<file path="src/rtl/fsm_control_unit.sv">
// Multicycle control unit for the 32-bit RISC core.
// Walks fetch/decode/execute/memory/writeback states from the IR opcode and
// drives every datapath select and enable from registered per-state values.
module fsm_control_unit #(
  parameter int OPCODE_SIZE      = 4,
  parameter int ALU_CONTROL_SIZE = 4
) (
  input  logic                        clk,
  input  logic                        reboot,
  input  logic [OPCODE_SIZE-1:0]      opcode,
  input  logic                        zero_flag,
  output logic                        MemRead,
  output logic                        MemWrite,
  output logic                        ALUSrcA,
  output logic                        IorD,
  output logic                        IRWrite,
  output logic [1:0]                  ALUSrcB,
  output logic [ALU_CONTROL_SIZE-1:0] ALUOp,
  output logic                        PCWrite,
  output logic [1:0]                  PCSource,
  output logic                        RegWrite,
  output logic                        MemtoReg,
  output logic                        writeback_alu_enable,
  output logic [3:0]                  state
);

  typedef enum logic [3:0] {
    FETCH   = 4'd0,
    DECODE  = 4'd1,
    EXEC_R  = 4'd2,
    EXEC_I  = 4'd3,
    ALU_WB  = 4'd4,
    MEM_RD  = 4'd5,
    LOAD_WB = 4'd6,
    MEM_WR  = 4'd7,
    BRANCH  = 4'd8,
    JUMP    = 4'd9,
    HALT    = 4'd10
  } state_t;

  localparam logic [OPCODE_SIZE-1:0] OP_ADD  = OPCODE_SIZE'(0);
  localparam logic [OPCODE_SIZE-1:0] OP_SUB  = OPCODE_SIZE'(1);
  localparam logic [OPCODE_SIZE-1:0] OP_AND  = OPCODE_SIZE'(2);
  localparam logic [OPCODE_SIZE-1:0] OP_OR   = OPCODE_SIZE'(3);
  localparam logic [OPCODE_SIZE-1:0] OP_XOR  = OPCODE_SIZE'(4);
  localparam logic [OPCODE_SIZE-1:0] OP_ADDI = OPCODE_SIZE'(5);
  localparam logic [OPCODE_SIZE-1:0] OP_LW   = OPCODE_SIZE'(6);
  localparam logic [OPCODE_SIZE-1:0] OP_SW   = OPCODE_SIZE'(7);
  localparam logic [OPCODE_SIZE-1:0] OP_BEQ  = OPCODE_SIZE'(8);
  localparam logic [OPCODE_SIZE-1:0] OP_JMP  = OPCODE_SIZE'(9);
  localparam logic [OPCODE_SIZE-1:0] OP_HALT = OPCODE_SIZE'(15);

  localparam logic [ALU_CONTROL_SIZE-1:0] ALU_ADD = ALU_CONTROL_SIZE'(0);
  localparam logic [ALU_CONTROL_SIZE-1:0] ALU_SUB = ALU_CONTROL_SIZE'(1);

  state_t                        state_q, state_d;
  logic                          mem_read_q, mem_read_d;
  logic                          mem_write_q, mem_write_d;
  logic                          alu_src_a_q, alu_src_a_d;
  logic                          i_or_d_q, i_or_d_d;
  logic                          ir_write_q, ir_write_d;
  logic [1:0]                    alu_src_b_q, alu_src_b_d;
  logic [ALU_CONTROL_SIZE-1:0]   alu_op_q, alu_op_d;
  logic                          pc_write_q, pc_write_d;
  logic                          branch_q, branch_d;
  logic [1:0]                    pc_source_q, pc_source_d;
  logic                          reg_write_q, reg_write_d;
  logic                          mem_to_reg_q, mem_to_reg_d;
  logic                          wb_alu_en_q, wb_alu_en_d;

  // Next-state sequencing; the opcode is only looked at while in DECODE.
  always_comb begin
    state_d = FETCH;
    case (state_q)
      FETCH:   state_d = DECODE;
      DECODE: begin
        case (opcode)
          OP_ADD, OP_SUB, OP_AND, OP_OR, OP_XOR: state_d = EXEC_R;
          OP_ADDI: state_d = EXEC_I;
          OP_LW:   state_d = MEM_RD;
          OP_SW:   state_d = MEM_WR;
          OP_BEQ:  state_d = BRANCH;
          OP_JMP:  state_d = JUMP;
          OP_HALT: state_d = HALT;
          default: state_d = FETCH;
        endcase
      end
      EXEC_R:  state_d = ALU_WB;
      EXEC_I:  state_d = ALU_WB;
      MEM_RD:  state_d = LOAD_WB;
      HALT:    state_d = HALT;
      default: state_d = FETCH;
    endcase
  end

  // Output values for the state being entered, so they register alongside it.
  always_comb begin
    mem_read_d   = 1'b0;
    mem_write_d  = 1'b0;
    alu_src_a_d  = 1'b0;
    i_or_d_d     = 1'b0;
    ir_write_d   = 1'b0;
    alu_src_b_d  = 2'b00;
    alu_op_d     = ALU_ADD;
    pc_write_d   = 1'b0;
    branch_d     = 1'b0;
    pc_source_d  = 2'b00;
    reg_write_d  = 1'b0;
    mem_to_reg_d = 1'b0;
    wb_alu_en_d  = 1'b0;
    case (state_d)
      FETCH: begin
        ir_write_d  = 1'b1;
        pc_write_d  = 1'b1;
        alu_src_b_d = 2'b01;
      end
      EXEC_R: begin
        alu_src_a_d = 1'b1;
        alu_op_d    = ALU_CONTROL_SIZE'(opcode[2:0]);
      end
      EXEC_I: begin
        alu_src_a_d = 1'b1;
        alu_src_b_d = 2'b10;
      end
      ALU_WB: begin
        reg_write_d = 1'b1;
        wb_alu_en_d = 1'b1;
      end
      MEM_RD: begin
        alu_src_a_d = 1'b1;
        alu_src_b_d = 2'b10;
        i_or_d_d    = 1'b1;
        mem_read_d  = 1'b1;
      end
      LOAD_WB: begin
        reg_write_d  = 1'b1;
        mem_to_reg_d = 1'b1;
      end
      MEM_WR: begin
        alu_src_a_d = 1'b1;
        alu_src_b_d = 2'b10;
        i_or_d_d    = 1'b1;
        mem_write_d = 1'b1;
      end
      BRANCH: begin
        alu_src_a_d = 1'b1;
        alu_op_d    = ALU_SUB;
        pc_source_d = 2'b01;
        branch_d    = 1'b1;
      end
      JUMP: begin
        pc_write_d  = 1'b1;
        pc_source_d = 2'b10;
      end
      default: ;
    endcase
  end

  // State and output registers; reset preloads the FETCH outputs so the
  // first cycle after reboot releases already drives the fetch.
  always_ff @(posedge clk or negedge reboot) begin
    if (!reboot) begin
      state_q      <= FETCH;
      mem_read_q   <= 1'b0;
      mem_write_q  <= 1'b0;
      alu_src_a_q  <= 1'b0;
      i_or_d_q     <= 1'b0;
      ir_write_q   <= 1'b1;
      alu_src_b_q  <= 2'b01;
      alu_op_q     <= ALU_ADD;
      pc_write_q   <= 1'b1;
      branch_q     <= 1'b0;
      pc_source_q  <= 2'b00;
      reg_write_q  <= 1'b0;
      mem_to_reg_q <= 1'b0;
      wb_alu_en_q  <= 1'b0;
    end else begin
      state_q      <= state_d;
      mem_read_q   <= mem_read_d;
      mem_write_q  <= mem_write_d;
      alu_src_a_q  <= alu_src_a_d;
      i_or_d_q     <= i_or_d_d;
      ir_write_q   <= ir_write_d;
      alu_src_b_q  <= alu_src_b_d;
      alu_op_q     <= alu_op_d;
      pc_write_q   <= pc_write_d;
      branch_q     <= branch_d;
      pc_source_q  <= pc_source_d;
      reg_write_q  <= reg_write_d;
      mem_to_reg_q <= mem_to_reg_d;
      wb_alu_en_q  <= wb_alu_en_d;
    end
  end

  // While reboot is low every output is forced to zero (ALUOp=ADD); the
  // branch PC load is qualified by the live zero flag.
  assign MemRead              = reboot & mem_read_q;
  assign MemWrite             = reboot & mem_write_q;
  assign ALUSrcA              = reboot & alu_src_a_q;
  assign IorD                 = reboot & i_or_d_q;
  assign IRWrite              = reboot & ir_write_q;
  assign ALUSrcB              = reboot ? alu_src_b_q : 2'b00;
  assign ALUOp                = reboot ? alu_op_q : ALU_ADD;
  assign PCWrite              = reboot & (pc_write_q | (branch_q & zero_flag));
  assign PCSource             = reboot ? pc_source_q : 2'b00;
  assign RegWrite             = reboot & reg_write_q;
  assign MemtoReg             = reboot & mem_to_reg_q;
  assign writeback_alu_enable = reboot & wb_alu_en_q;
  assign state                = state_q;

endmodule

</file>
<file path="config.mk">
export PLATFORM = sky130hd
export DESIGN_NAME = fsm_control_unit
export DESIGN_NICKNAME = d
export VERILOG_FILES = /design/src/rtl/fsm_control_unit.sv
export SDC_FILE = /design/constraint.sdc
export NUM_CORES = 1
export LEC_CHECK = 0
export ABC_AREA = 1
export CAP_MARGIN = 40
export CORE_ASPECT_RATIO = 0.9
export CORE_MARGIN = 5
export CORE_UTILIZATION = 38
export CTS_BUF_LIST = sky130_fd_sc_hd__clkbuf_8
export CTS_CLUSTER_SIZE = 12
export DETAILED_ROUTE_END_ITERATION = 7
export HOLD_SLACK_MARGIN = 0.1
export PLACE_DENSITY_LB_ADDON = 0.2
export SLEW_MARGIN = 10
export SYNTH_ARGS = -nofsm -noshare
export SYNTH_HDL_FRONTEND = slang
export SYNTH_SLANG_ARGS = --single-unit
export TNS_END_PERCENT = 1
</file>
<file path="constraint.sdc">
create_clock -name clk -period 1.45 [get_ports clk]
set_input_delay 0.3625 -clock clk [delete_from_list [all_inputs] [get_ports clk]]
set_output_delay 0.3625 -clock clk [all_outputs]
set_load 0.005 [all_outputs]
</file>
==> impl_metrics.csv <==
group,metric,value,unit
grt,grt_start_max_net_pins,11,
drt,drt_first_iter_violations,14,
worst_setup_path,worstPathMaxFanout,4,
die,die_outline_height,59.8,um
die,design.portCount,28,
clock_tree,cts_num_sinks,19,
worst_setup_path,critical-path-top-cell-by-count,"buf_4",
synth,mappedNetlistNets,145,
power_and_ir_drop,worst_ir_drop_vdd,0.598,mV
die,coreArea,2700,sq um
grt,grt_pass1_wl,3.77,mm
worst_setup_path,timing.reg2reg.worst_path_depth,9,
synth,total_number_of_yosys_warnings,0,
layout,num-fill-cells,249,
flow_run,total_of_max_cap_violations,0,
synth,yosys.cell_types.count,22,
die,initial_core_util,0.388,
placement,post-dp-hpwl,1.78,mm
synth,synth.largest_area_cell,"dfrtp_1",
drt,via_count,967,
layout,fraction_of_layout_instances_using_a_drive_strength_above_1,0.376,
grt,global_route.usage.total,0.127,
worst_setup_path,crit_slowest_cell,"dfrtp_1",
timing,rsz0062_at_grt,"true",
synth,ys_ff_latch,19,
worst_hold_path,hp-class,"primary input to async pin",
synth,postSynthCellCount,138,
placement,port-buffer-count,26,
clock_tree,insertion_delay,0.25,ns
drt,detail_route.first_pass.iterations,4,
placement,gp_congestion,0.789,
timing,final_period_minus_worst_setup_slack,1.44,ns
grt,global_route.overflow_total,0,
worst_setup_path,timing.setup.critical_path_class,"register to register",
die,fp.dieArea,3910,sq um
timing,fin_hold_ws,0.142,ns
drt,avgViaCountPerCell,4.26,
timing,final.setup_skew,0.00661,ns
worst_setup_path,nature_of_the_critical_path_endpoint,"register",
power_and_ir_drop,finalPower,2.45,mW
clock_tree,clk_pin_slew_worst_paths,0.07,ns
synth,synthesis.area_per_instance,7.60,sq um
grt,initial_antenna_violation_count,0,
power_and_ir_drop,leakage,1.09,nW
drt,drtAntennaViolNets,0,
worst_setup_path,worst-endpoint-arrival,1.61,ns
power_and_ir_drop,power_density,1510,nW/um^2
layout,area_delta_synth_final,55.0,%
layout,nets,205,
timing,fin_tns_setup,0,ns
run_status,run_status,"completed",
timing,final_hold_viol_count,0,
synth,yosys.area.top_type_share,0.406,
drt,post_drt_wl_per_cell,10.4,um
synth,post_synth_main_area_contributors,"dfrtp_1 41%, nand2_1 13%, inv_1 10%",
grt,via_count_of_the_first_global_routing_pass,937,
worst_setup_path,critical_path.cell_chain,"buf_4 -> inv_1 -> nand2_2 -> nor2_4 -> buf_4 -> a21oi_4 -> buf_4 -> nand3_1 -> o21ai_1",
drt,route.detailed.drc,0,
clock_tree,cts_buffers,3,
timing,fmax,696,MHz
die,die_width,65.4,um
worst_setup_path,required,1.63,ns
die,row_count,18,
worst_setup_path,timing.critical_path.from_type,"register",
clock_tree,tritoncts,"done",
clock_tree,clock_path_buffers,2,
timing,finalSetupViolations,0,
clock_tree,htreeDepth,1,
worst_setup_path,critPathMaxStageDelay,0.39,ns
synth,seq_area_frac_synth,0.456,
timing,post-route-period-util,0.991,
layout,num_antenna_cells,0,
timing,slew_viol_final,0,
clock_tree,cts_root_buf,"clkbuf_8",
worst_setup_path,reg2reg_slack,0.01,ns
synth,synthesis.area,1050,sq um
drt,totalWireLength,2.37,mm
[Yosys cell counts]
library cell / count
nor2_2: 3
nand2_2: 9
nand2_4: 2
nand3_2: 1
conb_1: 1
inv_1: 28
o21ai_1: 1
a21oi_1: 1
nand3_1: 7
nor2_1: 16
a21oi_4: 1
dfrtp_1: 17
buf_4: 2
clkbuf_1: 1
o21ai_4: 1
nand2_1: 36
a22o_1: 1
dfstp_2: 2
clkinv_1: 1
inv_2: 5
nor2_8: 1
nor2_4: 1
[cells in the final DEF, fill, tap and decap left out, types with 2 or more instances in the layout]
cell type and n:
nand3_1 6, dlygate4sd2_1 19, clkbuf_8 3, buf_4 28, inv_1 28, dfrtp_1 16
nor2_1 12, nand2_1 34, inv_2 7, nor2_4 3, buf_6 4, nand3_2 2
nand2_4 3, clkbuf_2 3, nor2_2 5, clkdlybuf4s50_1 2, dfstp_2 2, nand2_2 10
[path summary, 6_finish.rpt]
kind,to,startpoint
worst max-delay path,pc_write_q,state[3]
worst min-delay path,alu_op_q[1],reboot
worst max register to register,pc_write_q,state[3]
max in group asynchronous,branch_q,reboot
worst min register to register,wb_alu_en_q,state[1]
min in group clk,alu_op_q[1],opcode[1]
[final cells by class]
cell class                 count  area (sq um)  share of cell area
inverter                      34           128              0.0785
multi-input combinational     82           459               0.283
tap                           30          37.5              0.0231
timing repair buffer          58           477               0.293
sequential                    19           479               0.295
clock buffer                   3          41.3              0.0254
clock inverter                 1          3.75             0.00231
[state kept, by name (all words and copies together), names as in the netlist]
name          flops
i_or_d_q          1
alu_src_b_q       1
pc_write_q        1
mem_to_reg_q      1
alu_op_q          3
wb_alu_en_q       1
mem_write_q       1
state             4
alu_src_a_q       1
reg_write_q       1
ir_write_q        1
mem_read_q        1
branch_q          1
pc_source_q       1
[power breakdown]
part	total [mW]	switching [mW]	internal [mW]
Combinational	1.34	0.705	0.635
Sequential	0.758	0.0569	0.701
Clock	0.349	0.162	0.188
[metal layers]
metal / global-route usage / share of wire / up-vias
li1: - / - / 515
met1: 0.143 / 0.43 / 433
met2: 0.240 / 0.53 / 17
met3: 0.0169 / 0.038 / 2
met4: 0.0533 / 0.011 / 0
met5: 0 / 0 / -
[what timing repair did]
item | in CTS | in global routing
pin swaps | 3 | 5
gates cloned | 1 | 0
buffers inserted | 8 | 5
hold buffers | 1 | 0
endpoints found under the hold margin | 1 | 0
resized for setup | 39 | 14
endpoints found under the setup margin | 28 | 11
[critical path: cells and delay by family, from the launching register on]
family	cells	cell delay (ns)
AND/OR/NAND/NOR	3	0.20
buffers and inverters	4	0.47
AO/OA/AOI/OAI	2	0.29
flip-flops	1	0.39
[logic make-up after synthesis]
| family | Yosys count | synth area share |
|---|---|---|
| simple gates | 76 | 0.352 |
| compound gates | 5 | 0.0489 |
| buf+inv | 37 | 0.140 |
| flops | 19 | 0.456 |
| other cells | 1 | 0.00358 |
[per-stage QoR]
stage | std cells | utilization | setup slack (ns) | area, sq um
final | 227 | 0.601 | 0.0134 | 1630
after global routing | 227 | 0.601 | -0.127 | 1630
after CTS | 222 | 0.582 | -0.0716 | 1570
after detailed placement | 208 | 0.538 | -0.641 | 1460
after global placement | 208 | 0.538 | -0.593 | 1460
after floorplan | 138 | - | 0.189 | 1050
Note: power is estimated with default switching activity, not from simulation.
